$ cat src/rtl/axis_result_frame_fifo.sv
// Store-and-forward frame FIFO for the systolic array result stream.
// Whole frames (terminated by tlast) are buffered before being released
// downstream. A frame longer than the buffer falls back to cut-through
// streaming so the upstream producer can never deadlock.
module axis_result_frame_fifo #(
    parameter int C_S00_AXIS_TDATA_WIDTH = 256,
    parameter int C_S00_STRB_WIDTH       = C_S00_AXIS_TDATA_WIDTH / 8,
    parameter int DATA_WIDTH             = 9,
    parameter int FIFO_DEPTH             = 16
) (
    input  logic                                s00_axis_aclk,
    input  logic                                s00_axis_aresetn,
    input  logic                                s00_axis_tvalid,
    output logic                                s00_axis_tready,
    input  logic [C_S00_AXIS_TDATA_WIDTH-1:0]   s00_axis_tdata,
    input  logic [C_S00_STRB_WIDTH-1:0]         s00_axis_tstrb,
    input  logic                                s00_axis_tlast,
    output logic                                m00_axis_tvalid,
    input  logic                                m00_axis_tready,
    output logic [C_S00_AXIS_TDATA_WIDTH-1:0]   m00_axis_tdata,
    output logic [C_S00_STRB_WIDTH-1:0]         m00_axis_tstrb,
    output logic                                m00_axis_tlast,
    output logic [$clog2(FIFO_DEPTH):0]         occupancy,
    output logic [$clog2(FIFO_DEPTH):0]         frames_stored,
    output logic [31:0]                         frames_sent,
    output logic                                bypass_event
);

    localparam int AW      = $clog2(FIFO_DEPTH);
    localparam int CW      = AW + 1;
    localparam int EW      = C_S00_AXIS_TDATA_WIDTH + C_S00_STRB_WIDTH + 1;
    localparam logic [CW-1:0] DEPTH_C = CW'(FIFO_DEPTH);

    // Reject depths the pointer arithmetic cannot handle and result elements wider than a beat.
    if ((FIFO_DEPTH & (FIFO_DEPTH - 1)) != 0 || FIFO_DEPTH < 4 || FIFO_DEPTH > 256 ||
        DATA_WIDTH > C_S00_AXIS_TDATA_WIDTH) begin : g_bad_params
        $error("axis_result_frame_fifo: unsupported parameter combination");
    end

    typedef enum logic [1:0] {
        HOLD   = 2'd0,
        SEND   = 2'd1,
        BYPASS = 2'd2
    } state_t;

    logic [EW-1:0]  mem_q [FIFO_DEPTH];
    logic [AW-1:0]  wrPtr_q, wrPtr_d;
    logic [AW-1:0]  rdPtr_q, rdPtr_d;
    logic [CW-1:0]  occ_q, occ_d;
    logic [CW-1:0]  frames_q, frames_d;
    logic [31:0]    sent_q, sent_d;
    logic           bypass_q, bypass_d;
    state_t         state_q, state_d;

    logic [EW-1:0]  head;
    logic           headLast;
    logic           push;
    logic           pop;
    logic           outValid;

    // Head entry is presented directly (first-word-fall-through).
    assign head            = mem_q[rdPtr_q];
    assign headLast        = head[0];
    assign m00_axis_tdata  = head[EW-1 -: C_S00_AXIS_TDATA_WIDTH];
    assign m00_axis_tstrb  = head[C_S00_STRB_WIDTH:1];
    assign m00_axis_tlast  = headLast;

    assign s00_axis_tready = (occ_q != DEPTH_C);
    assign outValid        = (state_q != HOLD) && (occ_q != '0);
    assign m00_axis_tvalid = outValid;

    assign push = s00_axis_tvalid && (occ_q != DEPTH_C);
    assign pop  = outValid && m00_axis_tready;

    assign occupancy     = occ_q;
    assign frames_stored = frames_q;
    assign frames_sent   = sent_q;
    assign bypass_event  = bypass_q;

    // Beat storage; contents survive reset since only the pointers define validity.
    always_ff @(posedge s00_axis_aclk) begin
        if (push) begin
            mem_q[wrPtr_q] <= {s00_axis_tdata, s00_axis_tstrb, s00_axis_tlast};
        end
    end

    // Pointer/counter arithmetic and the HOLD/SEND/BYPASS release decision.
    always_comb begin
        wrPtr_d  = wrPtr_q;
        rdPtr_d  = rdPtr_q;
        occ_d    = occ_q + CW'(push) - CW'(pop);
        frames_d = frames_q + CW'(push && s00_axis_tlast) - CW'(pop && headLast);
        sent_d   = sent_q + 32'(pop && headLast);
        bypass_d = bypass_q;
        state_d  = state_q;

        if (push) begin
            wrPtr_d = wrPtr_q + 1'b1;
        end
        if (pop) begin
            rdPtr_d = rdPtr_q + 1'b1;
        end

        case (state_q)
            HOLD: begin
                if (frames_d != '0) begin
                    state_d = SEND;
                end else if (occ_d == DEPTH_C) begin
                    state_d  = BYPASS;
                    bypass_d = 1'b1;
                end
            end
            SEND, BYPASS: begin
                if (pop && headLast) begin
                    state_d = (frames_d != '0) ? SEND : HOLD;
                end
            end
            default: state_d = HOLD;
        endcase
    end

    // State register with asynchronous clear of all bookkeeping.
    always_ff @(posedge s00_axis_aclk or negedge s00_axis_aresetn) begin
        if (!s00_axis_aresetn) begin
            wrPtr_q  <= '0;
            rdPtr_q  <= '0;
            occ_q    <= '0;
            frames_q <= '0;
            sent_q   <= '0;
            bypass_q <= 1'b0;
            state_q  <= HOLD;
        end else begin
            wrPtr_q  <= wrPtr_d;
            rdPtr_q  <= rdPtr_d;
            occ_q    <= occ_d;
            frames_q <= frames_d;
            sent_q   <= sent_d;
            bypass_q <= bypass_d;
            state_q  <= state_d;
        end
    end

endmodule

$ cat config.mk
export PLATFORM = sky130hd
export DESIGN_NAME = axis_result_frame_fifo
export DESIGN_NICKNAME = d
export VERILOG_FILES = /design/src/rtl/axis_result_frame_fifo.sv
export SDC_FILE = /design/constraint.sdc
export NUM_CORES = 2
export LEC_CHECK = 0
export CAP_MARGIN = 20
export CORE_MARGIN = 2
export CORE_UTILIZATION = 30
export DETAILED_ROUTE_END_ITERATION = 7
export SLEW_MARGIN = 20
export SYNTH_ARGS = -nofsm -noshare
export SYNTH_HDL_FRONTEND = slang
export SYNTH_MEMORY_MAX_BITS = 65536
export SYNTH_SLANG_ARGS = --single-unit
$ cat constraint.sdc
create_clock -name s00_axis_aclk -period 79.9 [get_ports s00_axis_aclk]
set_input_delay 7.99 -clock s00_axis_aclk [delete_from_list [all_inputs] [get_ports s00_axis_aclk]]
set_output_delay 7.99 -clock s00_axis_aclk [all_outputs]
set_load 0.05 [all_outputs]
== Yosys cells after proc, flatten, opt, wreduce, memory -nomap -nowiden ==
Memory sizes are Yosys's and may differ from the RTL's.
Index checks and enable logic that the tools add are counted.
Cells by class
  divide/modulo/power cells: 0
  $add $sub $neg: 7
  shift operators: 0
  reductions and logical operators: 12
  equal/unequal tests: 6
  magnitude comparators: 0
  muxes and demuxes: 7
  bitwise logic cells: 1
  multipliers: 0
Operators with widths (number)
  adder 32 x 1 -> 32 bit: 1
  adder 5 x 1 -> 5 bit: 2
  nonzero test 5 bit: 2
  subtractor 5 x 1 -> 5 bit: 2
  adder 4 x 1 -> 4 bit (second input constant): 2
  2-to-1 mux 2 bit: 3
  equality test 5 bit (second input constant): 1
  logical AND 1 bit: 5
  inequality test 5 bit (second input constant): 1
  one-hot mux 2 bit (2 select lines): 1
  2-to-1 mux 1 bit: 3
  inequality test 3 bit (second input constant): 1
  AND reduction 3 bit: 1
  equality test 2 x 1 -> 1 bit (second input constant): 1
  equality test 2 bit (second input constant): 1
  logical NOT 2 bit: 1
  inequality test 2 bit (second input constant): 1
  AND reduction 2 bit: 1
  nonzero test 2 bit: 1
  OR reduction 2 bit: 1
  NOT 1 bit: 1
Storage, ports and cells
  output and inout port bits: 334
  bits in writable memories: 4624
  bits in read-only memories: 0
  input bits: 293
  latch bits: 0
  register bits after elaboration: 53
  logic and storage cells: 41
  memories: 1
Memory list
  mem_q: depth 16, width 289, rd ports 1, clocked after Yosys merged registers in 0, write ports 1, RTL line 46  | logic [EW-1:0] mem_q [FIFO_DEPTH];

== Longest topological paths before layout ==
  depth after elaboration: 9
  depth in mapped cells: 17
  gate-level depth less buffers: 16

== Least setup slack after synthesis ==
Ideal clock, no wire load.
  path type: in2reg
  from: input s00_axis_tvalid
  to: memory mem_q[0][0] (netlist name) (enable)
  library setup time: 1.646 ns
  buffers on the path: 1
  path slack: 42.640 ns
  data required time: 78.254 ns
  stages: 4
  arrival time: 35.614 ns
  path through: and2_1 clkbuf_1 inv_1 nor4_1
On the way
  longest elaborated chain between the ends: 3
Ends and longest elaborated chain
  from (decl): RTL line 13  | input logic s00_axis_tvalid,
  logical AND 1 bit: RTL line 72  | assign push = s00_axis_tvalid && (occ_q != DEPTH_C);
  2-to-1 mux 1 bit: RTL line 82  | if (push) begin
  2-to-1 mux 1 bit (implied by the code): RTL line 83  | mem_q[wrPtr_q] <= {s00_axis_tdata, s00_axis_tstrb, s00_axis_tlast};
  to (decl): RTL line 46
Every way passes these cells.

== Worst setup path after layout ==
  from: register rdPtr_q[0]
  to: output m00_axis_tstrb[27]
On the way
  longest elaborated chain between the ends: 1
Ends and longest elaborated chain
  from (decl): RTL line 48  | logic [AW-1:0] rdPtr_q, rdPtr_d;
  from (signal assigned): RTL line 134  | rdPtr_q <= rdPtr_d;
  memory (16 x 289 bit)
  to (decl): RTL line 21  | output logic [C_S00_STRB_WIDTH-1:0] m00_axis_tstrb,
Every way passes these cells.

==> results.py <==
metrics = {
    "place": {
        "io_buffers": 626,
        "dp_hpwl_um": 224500,
        "place.gp.congestion": 0.7273,
        "place_area_um2": 191800,
        "dp.cells": 14960,
    },
    "die": {
        "fp.coreArea_um2": 585400,
        "fp.dieArea_um2": 593600,
        "rows": 281,
        "io_pins": 627,
        "initial_utilization": 0.3011,
        "die_y_um": 770.5,
        "die_width_um": 770.5,
    },
    "pwr": {
        "peakVddDrop_mv": 0.04201,
        "powerDensity_nw_per_um2": 37.90,
        "cellLeakagePower_nw": 62.82,
    },
    "cells_and_area": {
        "final_cell_mix": "edfxtp_1, mux4_2, clkdlybuf4s50_1",
        "layout.cells.non_filler": 15890,
        "area_growth_pct": 17.44,
        "fin_nets": 7969,
        "final_common_cell": "edfxtp_1",
        "layout-drive-gt1-share": 0.2803,
        "num-fill-cells": 52750,
        "design_area_um2": 207000,
    },
    "clock_network": {
        "cts_htree_levels": 5,
        "post_cts.repair.setup_buffers": 0,
        "clockRootBuffer": "clkbuf_16",
        "clk_path_buf_depth": 4,
        "clock_sinks": 4677,
        "cts-buffers-inserted": 473,
        "cts_tree": "done",
        "cts_hold_buf": 0,
        "insertion_delay_ns": 1.03,
        "path_clk_slew_ns": 0.06,
        "ctsResizeCount": 0,
    },
    "timing": {
        "rsz0062_at_grt": "false",
        "finalSetupViolCount": 0,
        "worst_slew_pin_slew_ns": 1.271,
        "setup-tns-final_ns": 0,
        "finalCriticalPeriod_ns": 16.68,
        "finalCritPeriodShare": 0.2088,
        "fmax_mhz": 59.94,
        "slew_headroom": 0.1525,
        "whs_ns": 0.4848,
        "slew_violations": 0,
        "hold_viol": 0,
        "skew_ns": 0.08632,
    },
    "logic_synthesis": {
        "syn_area_per_cell_um2": 26.21,
        "synth_top_cell_by_area": "edfxtp_1",
        "synth_edf_count": 4624,
        "yosysSeqAreaShare": 0.7954,
        "synth-async-reset-ratio": 0.01133,
        "synth_top_area_frac": 0.7879,
        "synthTopCellsByArea": "edfxtp_1, mux4_2, dfrtp_1, buf_6, clkbuf_1",
        "synth-main-ff-cell": "edfxtp_1",
        "synth_seq_cells": 4677,
        "synth_nets": 7040,
        "netlist_instances": 6725,
        "syn_area_um2": 176200,
        "yosys_warnings": 0,
        "synth_cell_type_count": 39,
    },
    "global_route": {
        "grtUsageTotal": 0.1393,
        "grt_pass1_wl_um": 603500,
        "grt-ovfl-total": 0,
        "antenna_found_initial": 91,
        "grt_max_degree": 157,
        "grt_pass1_vias": 81460,
    },
    "job": {
        "maxCapViolations": 0,
    },
    "worst_setup_path": {
        "critical_path_required_ns": 71.91,
        "path_max_fanout": 99,
        "worstSetupPathType": "register to output port",
        "start_kind": "register",
        "worstSetupEndpointType": "output port",
        "critPathArrivalTime_ns": 8.69,
    },
    "drt": {
        "drt_pass1_iterations": 7,
        "drc_errors": 0,
        "vias_per_cell": 4.866,
        "vias": 77300,
        "postRouteAntennaNets": 0,
        "drt-initial-drc-count": 7278,
        "drt-total-wl_um": 425400,
        "wl_per_cell_um": 26.78,
    },
    "status": {
        "status": "completed",
    },
    "worst_hold_path": {
        "hold_path_class": "register to register",
    },
}
per-stage QoR:
stage | total power, W | worst slack, ns | util
2_1_floorplan | 0.005056 | 42.64 | -
3_3_place_gp | 0.005776 | 63.66 | 0.3276
3_5_place_dp | 0.005812 | 63.56 | 0.3276
4_1_cts | 0.007955 | 62.36 | 0.3533
5_1_grt | 0.008140 | 62.28 | 0.3534
6_report | 0.007844 | 63.22 | 0.3536
state kept, by name, summed over array words and instances, names as in the netlist:
| register | flops |
|---|---|
| bypass_event | 1 |
| frames_sent | 32 |
| frames_stored | 5 |
| mem_q | 4624 |
| occupancy | 5 |
| rdPtr_q | 4 |
| state_q | 2 |
| wrPtr_q | 4 |
worst max-delay path: stages (launching register included):
cell and delay, ns:
dfrtp_4 0.98, buf_4 0.84, buf_12 0.70, buf_4 0.69, buf_4 0.75, buf_4 0.79
buf_4 0.74, mux4_2 0.61, mux4_2 0.50, clkdlybuf4s50_1 0.73
cells in the mapped netlist, types with 26 or more instances:
cell	number
a21oi_1	30
buf_1	29
buf_2	58
buf_4	29
buf_6	79
clkbuf_1	139
dfrtp_1	53
edfxtp_1	4624
inv_1	26
mux2i_1	26
mux4_2	1420
xnor2_1	35
cell families after synthesis:
kind of cell / count (synthesis) / synth area share
mux: 1447 / 0.1830
compound gates: 63 / 0.002222
flops: 4677 / 0.7954
simple gates: 112 / 0.003472
buf+inv: 360 / 0.01206
xor+xnor: 44 / 0.002187
fa+ha+maj: 22 / 0.001647
power breakdown:
| part | switching, W | leakage (nW) | internal (W) |
|---|---|---|---|
| sequential | 0.0000693 | 42.4 | 0.00295 |
| combinational | 0.00161 | 13.1 | 0.00108 |
| clock | 0.000935 | 7.30 | 0.00120 |
| total | 0.00261 | 62.8 | 0.00523 |
final timing paths:
path,startpoint,slack [ns],cells past startpoint,to
max,rdPtr_q[0],63.22,9,m00_axis_tstrb[27]
min,frames_sent[31],0.48,1,frames_sent[31]
max reg2reg,occupancy[2],73.83,10,mem_q[9][101]
min reg2reg,frames_sent[31],0.48,1,frames_sent[31]
max in group asynchronous,s00_axis_aresetn,72.08,1,rdPtr_q[0]
min in group asynchronous,s00_axis_aresetn,7.06,1,frames_sent[14]
final cells by class:
type / instances / area (um^2) / share of cell area
multi-input cells: 1688 / 34010 / 0.1643
repair buffers: 788 / 7810 / 0.03773
flip-flops and latches: 4677 / 140200 / 0.6773
diodes: 45 / 112.6 / 0.0005441
clock inverters: 290 / 2745 / 0.01326
clock buffers: 589 / 12270 / 0.05929
inverters: 26 / 97.59 / 0.0004715
well taps: 7782 / 9737 / 0.04704
per-layer routing:
metal	routed length [um]	GRT usage	part of all wire
met5	233	0	0.00055
met1	169400	0.1794	0.40
met2	217200	0.2425	0.51
met3	29640	0.02876	0.070
met4	9003	0.03117	0.021
Note: power is estimated with default switching activity, not from simulation.
